## config.mk

```make
export PLATFORM = sky130hd
export DESIGN_NAME = lcd_rx
export DESIGN_NICKNAME = d
export VERILOG_FILES = /design/src/rtl/lcd_rx.sv
export SDC_FILE = /design/constraint.sdc
export NUM_CORES = 1
export LEC_CHECK = 0
export CAP_MARGIN = 20
export CORE_ASPECT_RATIO = 0.7
export CORE_UTILIZATION = 61
export DETAILED_ROUTE_END_ITERATION = 7
export PLACE_DENSITY_LB_ADDON = 0.15
export SETUP_SLACK_MARGIN = 0.05
export SYNTH_ARGS = -nofsm -noshare
export SYNTH_HDL_FRONTEND = slang
export SYNTH_SLANG_ARGS = --single-unit
```

## constraint.sdc

```tcl
create_clock -name clk -period 7.74 [get_ports clk]
set_input_delay 1.548 -clock clk [delete_from_list [all_inputs] [get_ports clk]]
set_output_delay 1.548 -clock clk [all_outputs]
set_load 0.05 [all_outputs]
```

## src/rtl/lcd_rx.sv

```systemverilog
// HD44780-style 4-bit receiver: nibble assembly, command decode and a small DDRAM.
// Define LCD_RX_CLEAR_SWEEP_EN to make clear sweep the DDRAM one entry per cycle with busy/overrun.
module lcd_rx #(
  parameter int unsigned ADDR_W = 5
) (
  input  logic              clk,
  input  logic              reset,
  input  logic              en,
  input  logic              rs,
  input  logic [3:0]        data,
  input  logic [ADDR_W-1:0] rd_addr,
  output logic [7:0]        rd_data,
  output logic [ADDR_W-1:0] cursor,
  output logic              display_on,
  output logic              mode_4bit,
  output logic              busy,
  output logic              overrun,
  output logic              byte_valid,
  output logic [7:0]        byte_out
);

  localparam int unsigned        DEPTH = 1 << ADDR_W;
  localparam logic [ADDR_W-1:0]  ONE   = ADDR_W'(1);

  typedef enum logic [1:0] {BOOT8, HI, LO} state_e;

  state_e              state_q, state_d;
  logic                en_prev_q, en_prev_d;
  logic [3:0]          lat_data_q, lat_data_d;
  logic                lat_rs_q, lat_rs_d;
  logic [3:0]          hi_q, hi_d;
  logic                hi_rs_q, hi_rs_d;
  logic [ADDR_W-1:0]   cursor_q, cursor_d;
  logic                inc_q, inc_d;
  logic                display_on_q, display_on_d;
  logic                mode_4bit_q, mode_4bit_d;
  logic                byte_valid_q, byte_valid_d;
  logic [7:0]          byte_out_q, byte_out_d;
  logic [7:0]          mem_q [DEPTH];

  logic                wr_en;
  logic [ADDR_W-1:0]   wr_addr;
  logic [7:0]          wr_data;
  logic                commit, accept, busy_w;
  logic [7:0]          full_byte;
  logic                fset_dl;

`ifdef LCD_RX_CLEAR_SWEEP_EN
  logic                busy_q, busy_d;
  logic                overrun_q, overrun_d;
  logic [ADDR_W-1:0]   sweep_q, sweep_d;
  assign busy_w = busy_q;
`else
  assign busy_w = 1'b0;
`endif

  // A transfer commits on the first idle cycle after the strobe, using the latched bus.
  assign commit    = en_prev_q & ~en;
  assign accept    = commit & ~busy_w;
  assign full_byte = {hi_q, lat_data_q};
  assign fset_dl   = ~hi_rs_q & (full_byte[7:4] == 4'b0011);

  always_ff @(posedge clk) begin
    if (reset) state_q <= BOOT8;
    else       state_q <= state_d;
  end

  always_comb begin
    state_d = state_q;
    if (accept) begin
      unique case (state_q)
        BOOT8:   if (lat_data_q == 4'h2) state_d = HI;
        HI:      state_d = LO;
        LO:      state_d = fset_dl ? BOOT8 : HI;
        default: state_d = BOOT8;
      endcase
    end
  end

  always_comb begin
    en_prev_d    = en;
    lat_data_d   = en ? data : lat_data_q;
    lat_rs_d     = en ? rs : lat_rs_q;
    hi_d         = hi_q;
    hi_rs_d      = hi_rs_q;
    cursor_d     = cursor_q;
    inc_d        = inc_q;
    display_on_d = display_on_q;
    mode_4bit_d  = mode_4bit_q;
    byte_valid_d = 1'b0;
    byte_out_d   = byte_out_q;
    wr_en        = 1'b0;
    wr_addr      = cursor_q;
    wr_data      = full_byte;
`ifdef LCD_RX_CLEAR_SWEEP_EN
    busy_d       = busy_q;
    overrun_d    = overrun_q;
    sweep_d      = sweep_q;
`endif
    if (accept) begin
      unique case (state_q)
        BOOT8: if (lat_data_q == 4'h2) mode_4bit_d = 1'b1;
        HI: begin
          hi_d    = lat_data_q;
          hi_rs_d = lat_rs_q;
        end
        LO: begin
          byte_valid_d = 1'b1;
          byte_out_d   = full_byte;
          if (hi_rs_q) begin
            wr_en    = 1'b1;
            cursor_d = inc_q ? cursor_q + ONE : cursor_q - ONE;
          end else if (full_byte[7]) begin
            cursor_d = full_byte[ADDR_W-1:0];
          end else if (full_byte[6]) begin
            cursor_d = cursor_q;
          end else if (full_byte[5]) begin
            if (full_byte[4]) mode_4bit_d = 1'b0;
          end else if (full_byte[4]) begin
            cursor_d = cursor_q;
          end else if (full_byte[3]) begin
            display_on_d = full_byte[2];
          end else if (full_byte[2]) begin
            inc_d = full_byte[1];
          end else if (full_byte[1]) begin
            cursor_d = '0;
          end else if (full_byte[0]) begin
`ifdef LCD_RX_CLEAR_SWEEP_EN
            busy_d  = 1'b1;
            sweep_d = '0;
`else
            cursor_d = '0;
            inc_d    = 1'b1;
`endif
          end
        end
        default: ;
      endcase
    end
`ifdef LCD_RX_CLEAR_SWEEP_EN
    if (busy_q) begin
      wr_en   = 1'b1;
      wr_addr = sweep_q;
      wr_data = 8'h20;
      sweep_d = sweep_q + ONE;
      if (sweep_q == '1) begin
        busy_d   = 1'b0;
        cursor_d = '0;
        inc_d    = 1'b1;
      end
    end
    if (commit && busy_q) overrun_d = 1'b1;
`endif
  end

  always_ff @(posedge clk) begin
    if (reset) begin
      en_prev_q    <= 1'b0;
      lat_data_q   <= '0;
      lat_rs_q     <= 1'b0;
      hi_q         <= '0;
      hi_rs_q      <= 1'b0;
      cursor_q     <= '0;
      inc_q        <= 1'b1;
      display_on_q <= 1'b0;
      mode_4bit_q  <= 1'b0;
      byte_valid_q <= 1'b0;
      byte_out_q   <= '0;
`ifdef LCD_RX_CLEAR_SWEEP_EN
      busy_q       <= 1'b0;
      overrun_q    <= 1'b0;
      sweep_q      <= '0;
`endif
    end else begin
      en_prev_q    <= en_prev_d;
      lat_data_q   <= lat_data_d;
      lat_rs_q     <= lat_rs_d;
      hi_q         <= hi_d;
      hi_rs_q      <= hi_rs_d;
      cursor_q     <= cursor_d;
      inc_q        <= inc_d;
      display_on_q <= display_on_d;
      mode_4bit_q  <= mode_4bit_d;
      byte_valid_q <= byte_valid_d;
      byte_out_q   <= byte_out_d;
`ifdef LCD_RX_CLEAR_SWEEP_EN
      busy_q       <= busy_d;
      overrun_q    <= overrun_d;
      sweep_q      <= sweep_d;
`endif
    end
  end

  always_ff @(posedge clk) begin
    if (reset)      mem_q <= '{default: 8'h20};
    else if (wr_en) mem_q[wr_addr] <= wr_data;
  end

  always_comb begin
    rd_data    = mem_q[rd_addr];
    cursor     = cursor_q;
    display_on = display_on_q;
    mode_4bit  = mode_4bit_q;
    byte_valid = byte_valid_q;
    byte_out   = byte_out_q;
`ifdef LCD_RX_CLEAR_SWEEP_EN
    busy       = busy_q;
    overrun    = overrun_q;
`else
    busy       = 1'b0;
    overrun    = 1'b0;
`endif
  end

endmodule

```

==> results <==
- The run finished with clean final reports.
- The worst ir drop on vdd is 0.179 mV.
- The latest clock arrival within the worst-skew pair is 550 ps.
- The commonest non-fill, non-tap cell in the layout is sky130_fd_sc_hd__dfxtp_1.
- The global-route wire length before repair is 56800 um.
- In this run the register-to-register setup slack is 4640 ps.
- The proportion of synthesized flip-flops having asynchronous set or reset is 0.
- Clock tree synthesis selected as its root buffer the cell sky130_fd_sc_hd__clkbuf_16.
- The area enclosed by the die boundary is 21300 um2.
- The number of instances in the synthesized netlist is 1262.
- The worst path needs 6180 ps of the cycle, external delays included.
- The overall track demand over capacity in global routing is 0.362.
- Once detailed placement completed, the half-perimeter wirelength came to 25900 um.
- The mapped cell area is 12600 um2.
- The placeable core area is 20100 um2.
- The number of antenna violations at the first check in global routing was 0.
- The share of synthesized area occupied by flip-flops and latches is 0.453.
- The max-slew violation count was 0.
- The number of flops mapped to enable cells by yosys is 0.
- The number of buffers created by CTS is 27.
- The number of hold violations in the final report was 0.
- The actual slew at the worst max-slew pin is 1020 ps.
- In the layout the commonest cells are 286 x sky130_fd_sc_hd__dfxtp_1, 197 x sky130_fd_sc_hd__nand2_1, 185 x sky130_fd_sc_hd__nor2_1.
- The area growth from synthesis to layout is 10.9%.
- The mean post-synth cell area is 10.0 um2.
- The number of nets at the end of the flow is 1257.
- The class of the tightest hold or removal check is register to register.
- The starting DRC count in detailed routing is 1452.
- In this run, synthesis produced a sequential element count of 286.
- The minimum setup slack after placement is 1640 ps.
- By startpoint and endpoint, the worst setup path is classified as input pin to output port.
- The worst-path maximum fanout is 37.
- After routing, the total negative slack on setup checks comes to 0 ps.
- The hold buffer count at cts is 0.
- In this run the remaining antenna-violating nets after routing total 0.
- The maximum operating frequency is 162 MHz.
- Clock skew on the completed layout was measured at 18.8 ps.
- The count of H-tree levels built during CTS is 1.
- The repair_antennas step left the layout with diodes totalling 0.
- The final cycle utilization of the critical path is 0.798.
- After detailed routing, the number of vias per cell comes to 6.41.
- The final total power is 3030 uW.
- Detailed routing inserted a total of 9803 vias.
- The clock transition at the register clock pins on the worst setup and hold paths after CTS is 60 ps.
- The chip width is 174 um.
- The post-CTS repair timing setup buffer count is 0.
- Setup repair after global routing left no endpoint under its margin.
- The leakage dissipation is 0.00497 uW.
- The number of clock sinks is 286.
- Once layout is complete, the utilization of the core stands at 0.698.
- The pin count of the biggest net entering global routing is 143.
- The tightest slew margin relative to the limit is 0.318.
- For this run, the leading register cell type out of synthesis is sky130_fd_sc_hd__dfxtp_1.
- The netlist uses 45 different library cells.
- The synthesis warning total is 0.
- After detailed routing, the number of remaining DRC violations is 0.
- For this block, the routed nets add up to 38100 um of wire.
- The worst setup path is captured at an output port.
- The overflow left after global routing is 0.
- STA puts the critical path data required time at 6190 ps.
- The die height is 122 um.
- The ratio of cells with drive above 1 in the final layout is 0.139.
- Pin placement for this block handled 39 I/O pins.
- The category of the worst setup path launch point is an input pin.
- Data on the critical path arrives at its endpoint at 4630 ps.
- In this run the power density over the cells is 216 nW/um2.
- The deepest clock path buffer count is 3.
- The final worst slack is 1560 ps.
- Dividing the detail-routed wire length by the instance count gives 24.9 um.
- Setup violations remaining at the end of the flow were counted as 0.
- The tool flagged a number of max-cap violations equal to 0.
- The initial core utilization is 0.630.
- The number of global-route vias before repair is 8709.
- The number of gates resized after CTS is 0.
- The CTS tree is done.
- The number of iterations in the first detailed-routing pass is 6.
- The final weighted congestion in routability-driven placement is 1.08.
- The row count is 43.
- The count of input and output buffers is 36.
## cells by family (layout without fill, tap and decap cells)
family | Yosys count | after routing | synth area share
adders and majority gates | 4 | 4 | 0.00455
AOI/OAI and AO/OA | 146 | 146 | 0.0660
muxes | 241 | 241 | 0.271
xor gates and xnor gates | 3 | 3 | 0.00208
other | 1 | 2 | 0.000297
and+or+nand+nor | 469 | 469 | 0.168
DFF | 286 | 286 | 0.453
buffers and inverters | 112 | 109 | 0.0355
## registers in the layout, indices dropped and copies added (netlist names), 2 cells and up
signal      cells
byte_out        8
cursor          5
hi_q            4
lat_data_q      4
mem_q         256
state_q         2
## synthesized netlist by cell type (3+ instances only)
master                     instances  share of area
sky130_fd_sc_hd__dfxtp_1         286           0.45
sky130_fd_sc_hd__nand2_1         197          0.059
sky130_fd_sc_hd__nor2_1          185          0.055
sky130_fd_sc_hd__mux2i_1         153           0.12
sky130_fd_sc_hd__a21oi_1         111          0.044
sky130_fd_sc_hd__mux4_2           80           0.14
sky130_fd_sc_hd__clkbuf_1         72          0.021
sky130_fd_sc_hd__nor3_1           29          0.011
sky130_fd_sc_hd__a211o_1          21          0.015
sky130_fd_sc_hd__buf_2            14         0.0055
sky130_fd_sc_hd__buf_1            13         0.0039
sky130_fd_sc_hd__nand3_1          12         0.0048
sky130_fd_sc_hd__mux2_2            8         0.0071
sky130_fd_sc_hd__nor2b_1           8         0.0040
sky130_fd_sc_hd__inv_1             7         0.0021
sky130_fd_sc_hd__nor3_2            6         0.0048
sky130_fd_sc_hd__nand4_1           5         0.0025
sky130_fd_sc_hd__nor3_4            4         0.0051
sky130_fd_sc_hd__o21ai_0           4         0.0016
sky130_fd_sc_hd__buf_4             3         0.0018
sky130_fd_sc_hd__ha_1              3         0.0030
sky130_fd_sc_hd__nand2b_1          3         0.0015
sky130_fd_sc_hd__nand3_2           3         0.0024
sky130_fd_sc_hd__nor4_4            3         0.0050
sky130_fd_sc_hd__xnor2_1           3         0.0021
## final timing paths
path         cells after the start         from           to
max                              6   rd_addr[2]   rd_data[1]
min                              2  byte_out[7]  byte_out[7]
max reg2reg                      4    cursor[2]   mem_q[205]
min reg2reg                      2  byte_out[7]  byte_out[7]
## layout make-up
type                            count  area, um2
Sequential cell                   286       5730
Clock inverter                     11        194
Multi-Input combinational cell    865       6470
Inverter                           10       37.5
Timing Repair Buffer               50        478
Clock buffer                       38        777
Fill cell                        1501       6050
Tap cell                          270        338
## report_power, final
group          switching [uW]  internal [uW]
Sequential               4.56           1470
Clock                     582            869
Combinational            73.0           31.9
## critical path: stages
cell and delay (ps):
sky130_fd_sc_hd__buf_2 670, sky130_fd_sc_hd__buf_4 510, sky130_fd_sc_hd__mux4_2 380, sky130_fd_sc_hd__mux4_2 480, sky130_fd_sc_hd__mux2_2 300, sky130_fd_sc_hd__clkdlybuf4s50_1 710
## metal layers
| metal | GRT usage | vias to the layer above | share of wire |
|---|---|---|---|
| met5 | 0.0278 | - | 0.0021 |
| met1 | 0.556 | 4793 | 0.44 |
| met3 | 0.153 | 49 | 0.16 |
| met2 | 0.467 | 594 | 0.39 |
| li1 | - | 4365 | - |
| met4 | 0.0521 | 2 | 0.011 |
## through the flow
stage | instance area (um2) | instances | hold WS (ps)
floorplan | 12600 | 1263 | 429
global placement | 13000 | 1479 | 442
detailed placement | 13000 | 1479 | 446
CTS | 14000 | 1528 | 455
global route | 14000 | 1530 | 474
finish | 14000 | 1530 | 453
Power figures use the tool's default switching activity.
